### src/rtl/gf180mcu_fd_sc_mcu9t5v0__oai31_bist.sv
// BIST sequencer for one oai31 cell: drives 16 Gray-ordered input vectors, samples ZN after a settle
// interval, and reports pass/fail, a mismatch count and the first failing vector {B,A3,A2,A1}.
module gf180mcu_fd_sc_mcu9t5v0__oai31_bist #(
  parameter int unsigned SETTLE_CYC = 2
) (
  input  logic       CLK,
  input  logic       RN,
  input  logic       START,
  input  logic       ABORT,
  input  logic       ZN_DUT,
  output logic       A1_DRV,
  output logic       A2_DRV,
  output logic       A3_DRV,
  output logic       B_DRV,
  output logic       BUSY,
  output logic       DONE,
  output logic       PASS,
  output logic [4:0] ERR_CNT,
  output logic [3:0] FAIL_VEC,
  output logic       FAIL_VALID
);

  typedef enum logic [1:0] {S_IDLE, S_RUN, S_FIN} state_t;

  localparam logic [3:0] SETTLE_LAST = 4'(SETTLE_CYC);

  state_t     state_q;
  logic [3:0] idx_q;
  logic [3:0] cyc_q;
  logic [3:0] drv_q;
  logic [3:0] fail_vec_q;
  logic [4:0] err_cnt_q;
  logic       busy_q;
  logic       done_q;
  logic       pass_q;
  logic       fail_valid_q;

  logic       exp_zn;
  logic       mismatch;
  logic [3:0] idx_nxt;
  logic [3:0] vec_nxt;
  logic [4:0] err_cnt_d;

  always_comb begin
    exp_zn    = ~((drv_q[0] | drv_q[1] | drv_q[2]) & drv_q[3]);
    // Case inequality so an X/Z from the cell under test is flagged rather than masked.
    mismatch  = (ZN_DUT !== exp_zn);
    idx_nxt   = idx_q + 4'd1;
    vec_nxt   = idx_nxt ^ (idx_nxt >> 1);
    err_cnt_d = err_cnt_q + {4'd0, mismatch};
  end

  always_ff @(posedge CLK or negedge RN) begin
    if (!RN) begin
      state_q      <= S_IDLE;
      idx_q        <= 4'd0;
      cyc_q        <= 4'd0;
      drv_q        <= 4'd0;
      fail_vec_q   <= 4'd0;
      err_cnt_q    <= 5'd0;
      busy_q       <= 1'b0;
      done_q       <= 1'b0;
      pass_q       <= 1'b0;
      fail_valid_q <= 1'b0;
    end else if (ABORT) begin
      state_q      <= S_IDLE;
      idx_q        <= 4'd0;
      cyc_q        <= 4'd0;
      drv_q        <= 4'd0;
      fail_vec_q   <= 4'd0;
      err_cnt_q    <= 5'd0;
      busy_q       <= 1'b0;
      done_q       <= 1'b0;
      pass_q       <= 1'b0;
      fail_valid_q <= 1'b0;
    end else begin
      case (state_q)
        S_IDLE, S_FIN: begin
          if (START) begin
            state_q      <= S_RUN;
            idx_q        <= 4'd0;
            cyc_q        <= 4'd0;
            drv_q        <= 4'd0;
            fail_vec_q   <= 4'd0;
            err_cnt_q    <= 5'd0;
            busy_q       <= 1'b1;
            done_q       <= 1'b0;
            pass_q       <= 1'b0;
            fail_valid_q <= 1'b0;
          end
        end
        S_RUN: begin
          if (cyc_q != SETTLE_LAST) begin
            cyc_q <= cyc_q + 4'd1;
          end else begin
            cyc_q     <= 4'd0;
            err_cnt_q <= err_cnt_d;
            if (mismatch && !fail_valid_q) begin
              fail_vec_q   <= drv_q;
              fail_valid_q <= 1'b1;
            end
            if (idx_q == 4'd15) begin
              state_q <= S_FIN;
              drv_q   <= 4'd0;
              busy_q  <= 1'b0;
              done_q  <= 1'b1;
              pass_q  <= (err_cnt_d == 5'd0);
            end else begin
              idx_q <= idx_nxt;
              drv_q <= vec_nxt;
            end
          end
        end
        default: state_q <= S_IDLE;
      endcase
    end
  end

  assign A1_DRV     = drv_q[0];
  assign A2_DRV     = drv_q[1];
  assign A3_DRV     = drv_q[2];
  assign B_DRV      = drv_q[3];
  assign BUSY       = busy_q;
  assign DONE       = done_q;
  assign PASS       = pass_q;
  assign ERR_CNT    = err_cnt_q;
  assign FAIL_VEC   = fail_vec_q;
  assign FAIL_VALID = fail_valid_q;

endmodule

### config.mk
export PLATFORM = sky130hd
export DESIGN_NAME = gf180mcu_fd_sc_mcu9t5v0__oai31_bist
export DESIGN_NICKNAME = d
export VERILOG_FILES = /design/src/rtl/gf180mcu_fd_sc_mcu9t5v0__oai31_bist.sv
export SDC_FILE = /design/constraint.sdc
export NUM_CORES = 1
export LEC_CHECK = 0
export BUFFER_PORTS_ARGS = -buffer_cell sky130_fd_sc_hd__buf_2
export CAP_MARGIN = 25
export CORE_MARGIN = 2
export CORE_UTILIZATION = 50
export CTS_CLUSTER_DIAMETER = 120
export CTS_CLUSTER_SIZE = 14
export DETAILED_ROUTE_END_ITERATION = 10
export GPL_TIMING_DRIVEN = 0
export PLACE_DENSITY = 0.76
export SLEW_MARGIN = 10
export SYNTH_ARGS = -nofsm -noshare
export SYNTH_HDL_FRONTEND = slang
export SYNTH_SLANG_ARGS = --single-unit
### constraint.sdc
create_clock -name CLK -period 2.35 [get_ports CLK]
set_input_delay 0.235 -clock CLK [delete_from_list [all_inputs] [get_ports CLK]]
set_output_delay 0.235 -clock CLK [all_outputs]
set_load 0.005 [all_outputs]
**Yosys cells after proc, flatten, opt, wreduce, memory -nomap -nowiden**

Index checks and enable logic that the tools add are counted.

- Logic and storage cells: 83
- Bits of input ports: 5
- Output and inout port bits: 17
- Register bits after elaboration: 27

- Eq/ne operators: 10
- Add/subtract/negate cells: 3
- Bitwise logic cells: 5
- Reductions and logical operators: 12
- Multiplexer cells: 43

Operator list:

| kind | number |
|---|---|
| two-way mux 4 bit | 12 |
| case mux 4 bit (2 select lines) | 4 |
| two-way mux 5 bit | 3 |
| != test 3 bit (second input constant) | 5 |
| two-way mux 1 bit | 14 |
| AND reduction 4 bit | 3 |
| case mux 5 bit (2 select lines) | 1 |
| adder 4 x 1 -> 4 bit (second input constant) | 2 |
| two-way mux 2 bit | 4 |
| case mux 1 bit (2 select lines) | 4 |
| AND reduction 3 bit | 2 |
| adder 5 x 1 -> 5 bit | 1 |
| zero test 5 bit | 1 |
| == test 4 bit (second input constant) | 1 |
| != test 4 x 2 -> 1 bit (second input constant) | 1 |
| case mux 2 bit (2 select lines) | 1 |
| bitwise XOR 4 x 3 -> 4 bit | 1 |
| nonzero test 3 bit | 1 |
| == test 2 x 1 -> 1 bit (second input constant) | 1 |
| == test 2 bit (second input constant) | 1 |
| zero test 2 bit | 1 |
| bitwise OR 1 bit | 2 |
| AND reduction 2 bit | 1 |
| OR reduction 2 bit | 1 |
| 5 further kinds | 5 |

**Logic depth before layout (Yosys ltp)**

- Depth in word-level cells: 11
- Depth in mapped cells: 8
- Depth with buffers taken out: 8

**Worst setup path before layout**

OpenSTA, ideal clock, no wires.

- Path kind: register to register
- Start: register drv_q[0]
- End: register pass_q (netlist: PASS)
- Data arrival time: 2.125 ns
- Slack: 0.129 ns
- Required time: 2.255 ns
- Cell stages (with the launch flop): 8
- Cells stage by stage: dfrtp_1 > o31ai_1 > xnor2_1 > inv_1 > ha_1 > ha_1 > or4_1 > o31ai_1

- Word-level cells in the longest chain between the ends: 11

Ends and longest elaborated chain:

| what | line | source |
|---|---|---|
| start, declared | 30 | `logic [3:0] drv_q;` |
| start signal, assigned | 110 | `drv_q <= vec_nxt;` |
| bitwise OR 1 bit (2 in series) | 45 | `exp_zn = ~((drv_q[0] \| drv_q[1] \| drv_q[2]) & drv_q[3]);` |
| bitwise AND 1 bit | 45 |  |
| NOT 1 bit | 45 |  |
| case inequality test 1 bit | 47 | `mismatch = (ZN_DUT !== exp_zn);` |
| adder 5 x 1 -> 5 bit | 50 | `err_cnt_d = err_cnt_q + {4'd0, mismatch};` |
| zero test 5 bit | 107 | `pass_q <= (err_cnt_d == 5'd0);` |
| two-way mux 1 bit | 102 | `if (idx_q == 4'd15) begin` |
| two-way mux 1 bit | 93 | `if (cyc_q != SETTLE_LAST) begin` |
| case mux 1 bit (2 select lines) | 77 | `case (state_q)` |
| two-way mux 1 bit | 65 | `end else if (ABORT) begin` |
| end signal, assigned | 107 |  |
| end, declared | 35 | `logic pass_q;` |

Every way passes these cells. The select of a mux whose other input is x is not followed.
A chain may end at the register's enable or synchronous reset.

**Worst setup path after layout**

- Start: register drv_q[2]
- End: register pass_q (netlist: PASS)

- Word-level cells in the longest chain between the ends: 10

Ends and longest elaborated chain:

| what | line |
|---|---|
| bitwise OR 1 bit | 45 |
| bitwise AND 1 bit | 45 |
| NOT 1 bit | 45 |
| case inequality test 1 bit | 47 |
| adder 5 x 1 -> 5 bit | 50 |
| zero test 5 bit | 107 |
| two-way mux 1 bit | 102 |
| two-way mux 1 bit | 93 |
| case mux 1 bit (2 select lines) | 77 |
| two-way mux 1 bit | 65 |

Every way passes these cells. The select of a mux whose other input is x is not followed.

==> key figures <==
Pwr
  • Worst VDD drop: approximately 0.37 mV
  • Pwr/cell area: approximately 470 nW/um^2
  • Lkg Pwr: approximately 0.8 nW
  • Tot Pwr: just under 0.8 mW

Clock tree
  • Worst-skew pair later-pin latency: about 340 ps
  • TritonCTS Buffers: 3
  • CTS sink count: 27
  • H-tree depth: 1
  • Clock root cell: clkbuf_4
  • Deepest clock path buffer count: 2
  • CTS tree: yes
  • CTS clk-pin slew, worst paths: 150 ps

Synth
  • Post-synthesis compound-gate area fraction: between 20% and 30%
  • Largest family of logic cells by synthesized area: compound AO/OA/AOI/OAI gates
  • Syn Inst Count: around 130
  • Simple-gate share of the synthesized area: 17.9%
  • Yosys top cell area share: between 40% and 50%
  • Syn Nets: 141
  • Ys Warns: 0
  • Mapped Avg Cell Area: between 10 and 15 um^2
  • Synth Area in XOR/XNOR: roughly 5.7%
  • Portion of netlist area occupied by mux cells: less than 1%
  • Register area share after synthesis: between 40% and 50%
  • Top post-synthesis cells by area: dfrtp_1, ha_1, xnor2_1
  • Mapped Area: about 1400 um^2
  • Flops & latches, synth: 27
  • Post-synth top area cell: dfrtp_1
  • Yosys cell types: 36
  • Adder-cell area share of the yosys netlist: roughly 4.5%

Finish
  • Area Growth Syn to Fin: 19.4%
  • Most frequent cells in the layout: dfrtp_1, buf_2, nand2_1
  • # fillers: approximately 230
  • Nets: between 150 and 200
  • End-of-flow core utilization: roughly three fifths
  • Post-Layout Cell Count: about 190
  • Layout cell share with drive strength beyond 1: approximately a quarter
  • Commonest non-fill, non-tap cell in the layout: dfrtp_1
  • ANT cells: 0

Worst setup path
  • CP most frequent cell: ha_4
  • CP max FO: 3
  • WP data arrival: roughly 2500 ps
  • Worst Setup Path Type: register to register
  • Crit path buffers/inverters: 1
  • Slowest CP cell: or4_4
  • Slowest stage delay, CP: 520 ps
  • Critical path endpoint category: register
  • Family with the most delay on the worst path: compound AO/OA/AOI/OAI gates
  • CP Launch Type: register
  • Crit-path cells: o31ai_2 > xnor2_1 > inv_1 > ha_4 > ha_4 > or4_4 > o31ai_4
  • CP required: 2610 ps

Drt
  • Avg WL per Cell: around 15 um
  • First-pass detailed-route iteration total: 5
  • Final wirelength: around 2800 um
  • Routed via count: roughly 1200
  • Iter 0 DRT Violations: 34
  • Drt via density: 5.99
  • Drt drc: 0
  • Detail Route Antenna Nets: 0

Timing
  • Final Cycle Share: 95.8%
  • Unrepaired setup endpoints after global routing: yes
  • Fmax: between 400 and 500 MHz
  • Least-Margin Pin Slew: 634 ps
  • Clock Skews: between 6 and 7 ps
  • Tmin final: 2250 ps
  • WHS: about 120 ps
  • Max Slew Vio Count: 0
  • Max-Slew Margin vs Limit: a little under three fifths
  • Final Hold Vio Count: 0
  • Final setup viols: 0

Floorplan
  • Initial core utilization: between 50% and 60%
  • Chip width: about 57 um
  • Core ar.: 2690 um^2
  • Die area: ~3200 um^2
  • Std-Cell Rows: 19
  • I/O pin count: 22
  • Die Ht: 56.7 um

Global route
  • Initial antenna violation count: 0
  • Vias in the first global route: ~1100
  • Global-route wire length before repair: 5000 um
  • GR Overflow Total: 0
  • Largest net degree at the start of global routing: 28
  • Global-route usage over all layers: 19.6%

Outcome
  • Outcome: complete, no violations

Flow run
  • Max-cap check violation count: 0

Placement
  • IO buf count: 21
  • Global placement routability congestion: slightly above 0.8
  • Inst Count DP: approximately 180
  • Detail Placement HPWL: around 2000 um

Worst hold path
  • Class of the worst hold path: input port to register
==> registers in the layout, indices dropped and copies added, names as in the netlist <==
signal / cells
ERR_CNT: 5
FAIL_VEC: 4
cyc_q: 4
drv_q: 4
idx_q: 4
state_q: 2
BUSY: 1
DONE: 1
FAIL_VALID: 1
PASS: 1
==> cell usage after synthesis, drive strengths merged <==
| cell | instances |
|---|---|
| nor3b | 3 |
| nor3 | 6 |
| buf | 1 |
| a32o | 5 |
| nand3 | 6 |
| o31ai | 4 |
| a211o | 1 |
| a31oi | 3 |
| a22o | 4 |
| a2bb2oi | 1 |
| or3 | 1 |
| clkbuf | 3 |
| or4 | 2 |
| nand4 | 1 |
| nor2 | 8 |
| a221o | 1 |
| dfrtp | 27 |
| a21o | 3 |
| nor2b | 2 |
| xnor2 | 6 |
| inv | 2 |
| ha | 5 |
| o21ai | 5 |
| mux2i | 1 |
| and3 | 1 |
| or3b | 2 |
| o2bb2ai | 5 |
| or2 | 1 |
| o21a | 2 |
| nor4 | 2 |
| xor2 | 3 |
| a21oi | 3 |
| nand2 | 11 |
==> through the flow <==
stage | cell area [um^2] | worst slack [ps] | TNS [ps]
after global routing | 1660 | -12.2 | -12.2
after detailed placement | 1530 | -83.9 | -83.9
after floorplan | 1390 | 129 | 0
after global placement | 1530 | -26.8 | -26.8
after CTS | 1580 | 2.41 | 0
final | 1660 | 99.4 | 0
==> final timing paths <==
kind	start	end	slack, ps	cells past startpoint
max	drv_q[2]	PASS	100	7
max in group asynchronous	RN	cyc_q[1]	1550	2
min reg2reg	DONE	DONE	510	1
max reg2reg	drv_q[2]	PASS	100	7
min	ABORT	state_q[0]	120	2
min in group asynchronous	RN	ERR_CNT[0]	420	2
==> area by class of cell <==
type,count,area [um^2],share of cell area (%)
tap,31,38.8,2.34
clock inverter,1,7.51,0.453
clock buffer,3,22.5,1.36
inverter,2,7.51,0.453
multi-input combinational,98,729,44.0
sequential,27,676,40.8
buffer,4,22.5,1.36
timing repair buffer,27,153,9.21
==> worst reg2reg max path, cell delays in order (launching register included) <==
cell     delay, ps
dfrtp_1        450
o31ai_2        280
xnor2_1        180
inv_1          110
ha_4           180
ha_4           210
or4_4          520
o31ai_4        240
==> cell families after synthesis <==
logic type | count (synthesis)
flip-flops | 27
adder cells (fa/ha/maj) | 5
XOR/XNOR | 9
buffers and inverters | 6
AO/OA/AOI/OAI | 37
multiplexers | 1
AND/OR/NAND/NOR | 46
==> where the power goes <==
group / internal, mW / switching, mW / total (mW) / leakage (nW)
registers: 0.472 / 0.00742 / 0.480 / 0.373
logic: 0.0303 / 0.0517 / 0.0820 / 0.414
clock network: 0.0653 / 0.146 / 0.211 / 0.0139
==> per-layer routing <==
| layer | share of wire [%] | routed length (um) | global-route usage [%] | vias to the layer above |
|---|---|---|---|---|
| met4 | 1.1 | 31 | 6.12 | 0 |
| met5 | 0 | 0 | 0 | - |
| li1 | - | - | - | 557 |
| met1 | 47 | 1350 | 25.4 | 570 |
| met2 | 49 | 1380 | 34.1 | 27 |
| met3 | 2.8 | 79 | 2.07 | 3 |
==> timing repair <==
item	CTS	global route
hold endpoints to repair	27	0
setup endpoints to repair	1	1
gates resized for setup	1	6
hold buffers	1	0
pin swaps	1	5
buffers inserted	1	4
Note: power is estimated with default switching activity, not from simulation.
